## config.mk

```make
export PLATFORM = sky130hd
export DESIGN_NAME = seq_control_fsm_flat
export DESIGN_NICKNAME = d
export VERILOG_FILES = /design/src/rtl/seq_control_fsm_pkg.sv /design/src/rtl/seq_control_fsm_if.sv /design/src/rtl/seq_control_fsm.sv /design/src/flat_wrapper.sv
export SDC_FILE = /design/constraint.sdc
export NUM_CORES = 1
export LEC_CHECK = 0
export BUFFER_PORTS_ARGS = -buffer_cell sky130_fd_sc_hd__buf_2
export CAP_MARGIN = 30
export CORE_MARGIN = 2
export CORE_UTILIZATION = 51
export CTS_CLUSTER_SIZE = 14
export DETAILED_ROUTE_END_ITERATION = 12
export GPL_ROUTABILITY_DRIVEN = 1
export PLACE_DENSITY = 0.9
export SLEW_MARGIN = 30
export SYNTH_ARGS = -nofsm -noshare
export SYNTH_HDL_FRONTEND = slang
export SYNTH_SLANG_ARGS = --single-unit
```

## constraint.sdc

```tcl
create_clock -name clock -period 5.9 [get_ports clock]
set_clock_uncertainty 0.2 [all_clocks]
set_input_delay 1.18 -clock clock [delete_from_list [all_inputs] [get_ports clock]]
set_output_delay 1.18 -clock clock [all_outputs]
set_load 0.02 [all_outputs]
```

## src/rtl/seq_control_fsm_pkg.sv

```systemverilog
// seq_ctrl_pkg: opcodes, execute lengths and state-code layout for seq_control_fsm.
package seq_ctrl_pkg;
    localparam int OP_END  = 0;
    localparam int OP_LDR1 = 1;
    localparam int OP_LDR2 = 2;
    localparam int OP_STAC = 3;
    localparam int OP_ADD  = 4;
    localparam int OP_MUL  = 5;
    localparam int OP_JMP  = 6;
    localparam int OP_JMPZ = 7;
    localparam int OP_NOP  = 8;
    localparam int OP_HLT  = 9;
    localparam int OP_LEGAL_MAX = OP_HLT;

    localparam int LEN_LDR1  = 4;
    localparam int LEN_LDR2  = 4;
    localparam int LEN_STAC  = 4;
    localparam int LEN_ADD   = 2;
    localparam int LEN_MUL   = 1;
    localparam int LEN_JMP   = 3;
    localparam int LEN_JSKIP = 1;
    localparam int LEN_NOP   = 1;

    typedef enum logic [2:0] {PH_IDLE, PH_FETCH, PH_DEC, PH_EXEC, PH_HALT, PH_BAD} phase_t;

    // Execute blocks are packed back to back after the last fetch state.
    function automatic int f_base(int fl);
        return 1 + 0 * fl;
    endfunction
    function automatic int ldr1_base(int fl);
        return fl + 1;
    endfunction
    function automatic int ldr2_base(int fl);
        return ldr1_base(fl) + LEN_LDR1;
    endfunction
    function automatic int stac_base(int fl);
        return ldr2_base(fl) + LEN_LDR2;
    endfunction
    function automatic int add_base(int fl);
        return stac_base(fl) + LEN_STAC;
    endfunction
    function automatic int mul_base(int fl);
        return add_base(fl) + LEN_ADD;
    endfunction
    function automatic int jmp_base(int fl);
        return mul_base(fl) + LEN_MUL;
    endfunction
    function automatic int jskip_base(int fl);
        return jmp_base(fl) + LEN_JMP;
    endfunction
    function automatic int nop_base(int fl);
        return jskip_base(fl) + LEN_JSKIP;
    endfunction
    function automatic int s_halt(int fl);
        return nop_base(fl) + LEN_NOP;
    endfunction
endpackage

```

## src/rtl/seq_control_fsm_if.sv

```systemverilog
// seq_control_fsm_if: run controls, IR and status outputs of the instruction sequencer.
interface seq_control_fsm_if #(
    parameter int IR_W    = 16,
    parameter int STATE_W = 6
);
    logic               start;
    logic               stall;
    logic               z_flag;
    logic [IR_W-1:0]    IR;
    logic [STATE_W-1:0] state;
    logic               instr_done;
    logic               halted;
    logic               illegal_op;
    modport master (output start, stall, z_flag, IR, input state, instr_done, halted, illegal_op);
    modport slave  (input start, stall, z_flag, IR, output state, instr_done, halted, illegal_op);
endinterface

```

## src/rtl/seq_control_fsm.sv

```systemverilog
// seq_control_fsm: fetch/decode/execute state sequencer with stall, halt and illegal-opcode detection.
module seq_control_fsm
    import seq_ctrl_pkg::*;
#(
    parameter int IR_W      = 16,
    parameter int OPC_W     = 6,
    parameter int STATE_W   = 6,
    parameter int FETCH_LEN = 6
) (
    input  logic              clock,
    input  logic              reset_n,
    seq_control_fsm_if.slave  bus
);
    localparam int C_F1    = f_base(FETCH_LEN);
    localparam int C_LDR1  = ldr1_base(FETCH_LEN);
    localparam int C_LDR2  = ldr2_base(FETCH_LEN);
    localparam int C_STAC  = stac_base(FETCH_LEN);
    localparam int C_ADD   = add_base(FETCH_LEN);
    localparam int C_MUL   = mul_base(FETCH_LEN);
    localparam int C_JMP   = jmp_base(FETCH_LEN);
    localparam int C_JSKIP = jskip_base(FETCH_LEN);
    localparam int C_NOP   = nop_base(FETCH_LEN);
    localparam int C_HALT  = s_halt(FETCH_LEN);

    if (C_HALT >= (1 << STATE_W)) begin : g_bad_state_w
        $error("STATE_W too narrow for highest state code");
    end
    if (OPC_W > IR_W) begin : g_bad_opc_w
        $error("OPC_W exceeds IR_W");
    end
    if (FETCH_LEN < 1 || FETCH_LEN > 8) begin : g_bad_fetch_len
        $error("FETCH_LEN outside 1..8");
    end

    logic [STATE_W-1:0] r_state;
    logic               r_instr_done;
    logic               r_halted;
    logic               r_illegal;
    int                 w_cur;
    int                 w_opc;
    int                 w_next;
    phase_t             w_phase;
    logic               w_last;
    logic               w_done;
    logic               w_illegal;
    logic               w_unused;

    assign w_unused = ^bus.IR;

    always_comb begin
        w_cur   = int'(r_state);
        w_opc   = int'(bus.IR[IR_W-1 -: OPC_W]);
        w_phase = w_cur == 0         ? PH_IDLE  :
                  w_cur < FETCH_LEN  ? PH_FETCH :
                  w_cur == FETCH_LEN ? PH_DEC   :
                  w_cur < C_HALT     ? PH_EXEC  :
                  w_cur == C_HALT    ? PH_HALT  : PH_BAD;
        // JMPZ taken shares the JMP block, so its last state is the JMP last state.
        w_last  = w_cur == C_LDR1 + LEN_LDR1 - 1 || w_cur == C_LDR2 + LEN_LDR2 - 1 ||
                  w_cur == C_STAC + LEN_STAC - 1 || w_cur == C_ADD + LEN_ADD - 1 ||
                  w_cur == C_MUL + LEN_MUL - 1   || w_cur == C_JMP + LEN_JMP - 1 ||
                  w_cur == C_JSKIP + LEN_JSKIP - 1 || w_cur == C_NOP + LEN_NOP - 1;
        w_next    = 0;
        w_done    = 1'b0;
        w_illegal = 1'b0;
        case (w_phase)
            PH_IDLE, PH_FETCH: w_next = w_cur + 1;
            PH_DEC: begin
                w_illegal = w_opc > OP_LEGAL_MAX;
                case (w_opc)
                    OP_END:  w_next = 0;
                    OP_LDR1: w_next = C_LDR1;
                    OP_LDR2: w_next = C_LDR2;
                    OP_STAC: w_next = C_STAC;
                    OP_ADD:  w_next = C_ADD;
                    OP_MUL:  w_next = C_MUL;
                    OP_JMP:  w_next = C_JMP;
                    OP_JMPZ: w_next = bus.z_flag ? C_JMP : C_JSKIP;
                    OP_NOP:  w_next = C_NOP;
                    default: w_next = C_HALT;
                endcase
            end
            PH_EXEC: begin
                w_next = w_last ? C_F1 : w_cur + 1;
                w_done = w_last;
            end
            PH_HALT: w_next = C_HALT;
            default: w_next = 0;
        endcase
    end

    always_ff @(posedge clock) begin
        if (!reset_n || !bus.start) begin
            r_state      <= '0;
            r_instr_done <= 1'b0;
            r_halted     <= 1'b0;
            r_illegal    <= 1'b0;
        end else if (bus.stall) begin
            r_instr_done <= 1'b0;
        end else begin
            r_state      <= STATE_W'(w_next);
            r_instr_done <= w_done;
            r_halted     <= w_next == C_HALT;
            r_illegal    <= r_illegal | w_illegal;
        end
    end

    assign bus.state      = r_state;
    assign bus.instr_done = r_instr_done;
    assign bus.halted     = r_halted;
    assign bus.illegal_op = r_illegal;
endmodule
```

## src/flat_wrapper.sv

```systemverilog
// flat-port wrapper written by rule: the top's interface ports become plain ports
module seq_control_fsm_flat import seq_ctrl_pkg::*;
#(
    parameter int IR_W      = 16,
    parameter int OPC_W     = 6,
    parameter int STATE_W   = 6,
    parameter int FETCH_LEN = 6
)
  (clock, reset_n, bus_start, bus_stall, bus_z_flag, bus_IR, bus_state, bus_instr_done, bus_halted, bus_illegal_op);
  seq_control_fsm_if #(.IR_W(IR_W), .STATE_W(STATE_W)) bus_i ();
  input  logic clock;
  input  logic reset_n;
  input wire logic [$bits(bus_i.start)-1:0] bus_start;
  input wire logic [$bits(bus_i.stall)-1:0] bus_stall;
  input wire logic [$bits(bus_i.z_flag)-1:0] bus_z_flag;
  input wire logic [$bits(bus_i.IR)-1:0] bus_IR;
  output wire logic [$bits(bus_i.state)-1:0] bus_state;
  output wire logic [$bits(bus_i.instr_done)-1:0] bus_instr_done;
  output wire logic [$bits(bus_i.halted)-1:0] bus_halted;
  output wire logic [$bits(bus_i.illegal_op)-1:0] bus_illegal_op;
  assign bus_i.start = bus_start;
  assign bus_i.stall = bus_stall;
  assign bus_i.z_flag = bus_z_flag;
  assign bus_i.IR = bus_IR;
  assign bus_state = bus_i.state;
  assign bus_instr_done = bus_i.instr_done;
  assign bus_halted = bus_i.halted;
  assign bus_illegal_op = bus_i.illegal_op;
  seq_control_fsm #(.IR_W(IR_W), .OPC_W(OPC_W), .STATE_W(STATE_W), .FETCH_LEN(FETCH_LEN)) u_core (.clock(clock), .reset_n(reset_n), .bus(bus_i));
endmodule
```

# Word level (Yosys, flattened, before mapping)
# Index checks and enable logic that the tools add are counted.
[word_totals]
wordCells = 58
inputBits = 21
reg_bits = 9
output_inout_bits = 9
[op_classes]
n_lt_le_gt_ge = 3
eq_ne = 23
n_mux = 10
add_sub_neg = 1
n_reduce_logical = 15
bitwise = 2
[ops]
columns = ["cell", "n"]
rows = [
  ["$pmux 32 s9", 1],
  ["$pmux 32 s4", 1],
  ["$eq 6x6->1 const B", 7],
  ["$eq 32x6->1 const B", 1],
  ["$mux 32", 1],
  ["$eq 6x3->1 const B", 4],
  ["$eq 6x2->1 const B", 2],
  ["$eq 6x4->1 const B", 2],
  ["$eq 6x5->1 const B", 2],
  ["$logic_not 6->1", 2],
  ["$mux 3", 4],
  ["$logic_or 1x1->1", 8],
  ["$add 6x1->7 const B", 1],
  ["$eq 3x2->1 const B", 2],
  ["$eq 6x1->1 const B", 1],
  ["$gt 6x4->1 const B", 1],
  ["$lt 6x3->1 const B", 1],
  ["$lt 6x5->1 const B", 1],
  ["$mux 4", 1],
  ["$eq 3x1->1 const B", 1],
  ["$eq 3x3->1 const B", 1],
  ["$logic_not 3->1", 1],
  ["$reduce_or 3->1", 1],
  ["$logic_not 1->1", 2],
  ["4 further kinds", 5],
]

# Longest topological paths before layout
[logic_depth]
word_depth = 11
mapped_depth = 8
depth_no_buf = 8

# Worst setup path after synthesis
# No wires, ideal clock.
[synth_timing]
kind = "input -> register"
start = "input bus_IR[12]"
end = "register u_core.r_halted, in the netlist u_core.bus.halted"
setup_ps = 101
arrival_time_ps = 2291
setup_slack_ps = 3308
path_stages = 7
path_buffers = 1
required_ps = 5599
cell_sequence = "clkbuf_1 nor3_1 a41o_1 a21o_1 o2111ai_2 nand3_1 o41ai_1"
[synth_via]
elab_chain_len = 4
word_cells_on_any_way = 12
cone_classes = "eq/ne: 9; mux: 2; reduce/logical: 1"
[synth_rtl]
columns = ["element", "line_no", "rtl"]
rows = [
  ["start: declaration", "flat_wrapper.sv:16", "input wire logic [$bits(bus_i.IR)-1:0] bus_IR;"],
  ["$eq 6x4->1, or another cell as far along", "seq_control_fsm.sv:70", "case (w_opc)"],
  ["$pmux 32 s9 *", "seq_control_fsm.sv:70", ""],
  ["$pmux 32 s4 *", "seq_control_fsm.sv:66", "case (w_phase)"],
  ["$eq 32x6->1 *", "seq_control_fsm.sv:103", "r_halted <= w_next == C_HALT;"],
  ["end signal: assignment", "seq_control_fsm.sv:96", "r_halted <= 1'b0;"],
  ["end signal: assignment", "seq_control_fsm.sv:103", ""],
  ["end: declaration", "seq_control_fsm.sv:37", "logic r_halted;"],
]
# Every way passes the cells marked *; elsewhere a longest branch is shown, timed or not.
# A chain may end at the register's enable or synchronous reset.

# Worst setup path in the final report
[layout_timing]
start = "register u_core.r_state[1], in the netlist u_core.bus.state[1]"
end = "register u_core.r_halted, in the netlist u_core.bus.halted"
[layout_via]
elab_chain_len = 11
word_cells_on_any_way = 35
cone_classes = "add/sub: 1; order compare: 2; eq/ne: 15; mux: 7; reduce/logical: 10"
[layout_rtl]
columns = ["element", "line_no", "rtl"]
rows = [
  ["start: declaration", "seq_control_fsm.sv:35", "logic [STATE_W-1:0] r_state;"],
  ["start signal: assignment", "seq_control_fsm.sv:101", "r_state <= STATE_W'(w_next);"],
  ["branches (longest 9 deep; another with $lt 6x5->1)", "n/a", ""],
  ["$pmux 32 s4 *", "seq_control_fsm.sv:66", ""],
  ["$eq 32x6->1 *", "seq_control_fsm.sv:103", ""],
]
# Mark *: on every way between the ends.

==> impl_metrics.py <==
metrics = {
    "grt": {
        "overflow": 0,
        "first_global_vias": 684,
        "grt_max_degree": 16,
        "antenna_found_initial": 0,
        "gr-usage-all-layers_pct": 20.8,
        "wire_length_of_the_first_global_routing_pass_um": 2930,
    },
    "synthesis": {
        "netlist_instances": 97,
        "yosys_warnings": 0,
        "synth_edf_count": 0,
        "synth_top_flop_cell": "sky130_fd_sc_hd__dfxtp_1",
        "synth_seq_cells": 9,
        "synth_seq_area_share_pct": 22.4,
        "ys_types": 41,
        "netlist_area_um2": 805,
        "synth-compound-area-share_pct": 32.8,
        "synth_simple_gate_area_share_pct": 23.3,
        "synth_largest_area_cell": "sky130_fd_sc_hd__dfxtp_1",
        "synth.area.mux_share_pct": 0,
        "share_of_async_settable_or_async_resettable_flops_after_synthesis_pct": 0,
        "synth-adder-area-share_pct": 6.22,
        "xor_and_xnor_area_share_after_synthesis_pct": 5.44,
        "synth_top_family_by_area": "compound AO/OA/AOI/OAI gates",
        "synthesized_net_count": 122,
        "ys_top_cells_by_area": "sky130_fd_sc_hd__dfxtp_1 22%, sky130_fd_sc_hd__ha_1 6.2%, sky130_fd_sc_hd__buf_6 5.6%",
        "synth.top_cell.area_share_pct": 22.4,
        "synth.avg_cell_area_um2": 8.29,
    },
    "drt": {
        "route.detailed.drc": 0,
        "detailedRoute.firstPassIterationCount": 4,
        "wl_met3_um": 156,
        "drt_wl_total_um": 1850,
        "detail_route.wl_per_cell_um": 14.1,
        "topRoutingLayerUsed": "met4",
        "wl_met2_um": 861,
        "vias_per_cell": 6.31,
        "detailedRoute.firstIterationViolations": 25,
        "wl_met1_um": 804,
        "drt.antenna.violating_nets": 0,
        "total_via_count_in_the_routed_design": 826,
    },
    "min_path": {
        "hold_path.class": "reg2reg",
    },
    "layout": {
        "share_of_cells_above_drive_strength_1_pct": 23.5,
        "nFillCells": 143,
        "ff_latch_area_um2": 180,
        "area_taken_by_multi_input_logic_gates_um2": 546,
        "final_net_count": 141,
        "utilization_pct": 60.3,
        "antennaDiodeCount": 0,
        "area_growth_syn_to_layout_pct": 11.5,
    },
    "sta": {
        "fin_worst_hold_slack_ns": 0.283,
        "report.final.hold_viol_count": 0,
        "grt_setup_unrepaired": "no",
        "worst_slew_margin_rel_pct": 70.6,
        "final-max-slew-violation-count": 0,
        "fmax_ghz": 0.389,
        "setup_viol": 0,
        "timing.final.crit_share_pct": 43.5,
        "finalCriticalPeriod_ns": 2.57,
        "least_margin_pin_slew_ns": 0.430,
        "fin_setup_tns_ns": 0,
    },
    "clocking": {
        "cts.hold.buffers_added": 0,
        "htreeDepth": 1,
        "clock_tree.buffer_depth": 2,
        "postCtsResizedCells": 0,
        "numCtsBuffers": 3,
        "clock_insertion_delay_worst_skew_ns": 0.27,
        "clock_root_buffer_master": "sky130_fd_sc_hd__clkbuf_4",
        "clkTransAtPathRegs_ns": 0.07,
        "cts_post_setup_buffers_inserted": 0,
        "number_of_sinks_on_the_clock_net": 9,
        "tritoncts": "built",
    },
    "floorplan": {
        "design.die.area_um2": 1910,
        "core-area_um2": 1490,
        "dieHeight_um": 43.7,
        "top_level_ports": 30,
        "die_width_um": 43.7,
        "row_count": 14,
        "floorplan.initialDensity_pct": 54.0,
    },
    "worst_setup_path": {
        "setup.worst_path.start": "u_core.bus.state[1]",
        "setup.worst_path.end_class": "flop",
        "worst_r2r_startpoint": "u_core.bus.state[1]",
        "crit_path_max_fanout": 6,
        "crit_type": "reg2reg",
        "worst_setup_ep": "u_core.bus.halted",
        "signal_arrival_time_at_the_worst_endpoint_ns": 2.51,
        "rr_worst_depth": 7,
        "reg2reg_slack_ns": 3.33,
        "required_ns": 5.84,
        "timing.rr.end": "u_core.bus.halted",
        "start_kind": "flop",
    },
    "job": {
        "max_cap_viols": 0,
    },
    "place": {
        "place.port_buffers": 19,
        "gp_routability_congestion": 0.871,
        "place.detailed.hpwl_um": 1420,
    },
    "pwr": {
        "total_power_mw": 0.131,
        "leakage_power_nw": 0.427,
        "ir_worst_vdd_mv": 0.124,
        "power_per_cell_area_nw_per_um2": 146,
    },
    "run_status": {
        "run_status": "finished clean",
    },
}
==> stage by stage <==
step / worst slack [ns] / instance area, um2 / std cells
floorplan: 3.31 / 805 / 97
global placement: 3.18 / 871 / 127
detailed placement: 3.19 / 871 / 127
CTS: 3.33 / 897 / 131
global route: 3.15 / 897 / 131
finish: 3.33 / 897 / 131
==> worst max-delay path: stages, from the launching register on <==
cell and delay (ns):
sky130_fd_sc_hd__dfxtp_1 0.46, sky130_fd_sc_hd__ha_1 0.35, sky130_fd_sc_hd__nand4b_1 0.18, sky130_fd_sc_hd__a21oi_1 0.28, sky130_fd_sc_hd__a2bb2oi_1 0.30, sky130_fd_sc_hd__nor3_2 0.09
sky130_fd_sc_hd__a2111oi_0 0.46, sky130_fd_sc_hd__o41ai_1 0.13
==> state kept, by name (all words and copies together) (netlist names) <==
| name | cells |
|---|---|
| u_core.bus.state | 6 |
| u_core.bus.instr_done | 1 |
| u_core.bus.illegal_op | 1 |
| u_core.bus.halted | 1 |
==> cells by family after synthesis <==
| group | count (synthesis) |
|---|---|
| flops | 9 |
| xor+xnor | 5 |
| compound gates | 33 |
| simple gates | 33 |
| buf+inv | 13 |
| fa+ha+maj | 4 |
==> layer usage <==
layer | up-vias | GRT usage [%]
li1 | 401 | -
met1 | 380 | 26.1
met2 | 39 | 33.5
met3 | 6 | 5.83
met4 | 0 | 8.48
met5 | - | 0
==> cell usage after synthesis (2+ instances only) <==
master / number
sky130_fd_sc_hd__dfxtp_1: 9
sky130_fd_sc_hd__inv_1: 8
sky130_fd_sc_hd__nor2_1: 8
sky130_fd_sc_hd__a21oi_1: 5
sky130_fd_sc_hd__nand3_1: 5
sky130_fd_sc_hd__buf_6: 4
sky130_fd_sc_hd__ha_1: 4
sky130_fd_sc_hd__nand2_1: 4
sky130_fd_sc_hd__nor2b_1: 4
sky130_fd_sc_hd__a211oi_1: 3
sky130_fd_sc_hd__nor3_1: 3
sky130_fd_sc_hd__o21ai_0: 3
sky130_fd_sc_hd__xor2_1: 3
sky130_fd_sc_hd__a2111oi_0: 2
sky130_fd_sc_hd__a311oi_1: 2
sky130_fd_sc_hd__a31oi_1: 2
sky130_fd_sc_hd__o211a_1: 2
sky130_fd_sc_hd__o22ai_1: 2
sky130_fd_sc_hd__xnor2_1: 2
==> cells in the final DEF (no fill, tap or decap), types with 2 or more instances in the layout <==
cell,n
sky130_fd_sc_hd__a311oi_1,2
sky130_fd_sc_hd__nor2_1,8
sky130_fd_sc_hd__xor2_1,3
sky130_fd_sc_hd__ha_1,4
sky130_fd_sc_hd__xnor2_1,2
sky130_fd_sc_hd__inv_1,8
sky130_fd_sc_hd__o211a_1,2
sky130_fd_sc_hd__nor3_1,3
sky130_fd_sc_hd__clkbuf_4,3
sky130_fd_sc_hd__nand3_1,5
sky130_fd_sc_hd__o22ai_1,2
sky130_fd_sc_hd__nor2b_1,4
sky130_fd_sc_hd__dfxtp_1,9
sky130_fd_sc_hd__o21ai_0,3
sky130_fd_sc_hd__a2111oi_0,2
sky130_fd_sc_hd__buf_2,19
sky130_fd_sc_hd__a21oi_1,5
sky130_fd_sc_hd__nand2_1,4
sky130_fd_sc_hd__a211oi_1,3
sky130_fd_sc_hd__a31oi_1,2
==> layout make-up <==
| cell class | count | area share, % |
|---|---|---|
| sequential | 9 | 20.1 |
| multi-input combinational | 75 | 60.8 |
| inverter | 8 | 3.35 |
| clock buffer | 4 | 2.93 |
| tap | 16 | 2.23 |
| timing repair buffer | 19 | 10.6 |
==> worst min path at each step <==
stage / from / endpoint / slack (ns) / cells past startpoint
floorplan: u_core.bus.illegal_op / u_core.bus.illegal_op / 0.35 / 2
global placement: u_core.bus.illegal_op / u_core.bus.illegal_op / 0.25 / 2
detailed placement: u_core.bus.illegal_op / u_core.bus.illegal_op / 0.27 / 2
CTS: u_core.bus.illegal_op / u_core.bus.illegal_op / 0.29 / 2
global route: u_core.bus.halted / u_core.bus.halted / 0.33 / 2
finish: u_core.bus.illegal_op / u_core.bus.illegal_op / 0.28 / 2
==> report_power, final <==
group          internal [mW]  switching [mW]  leakage [nW]
combinational        0.00733          0.0109         0.340
sequential            0.0613         0.00113        0.0727
clock                 0.0262          0.0240        0.0150
Power figures use the tool's default switching activity.
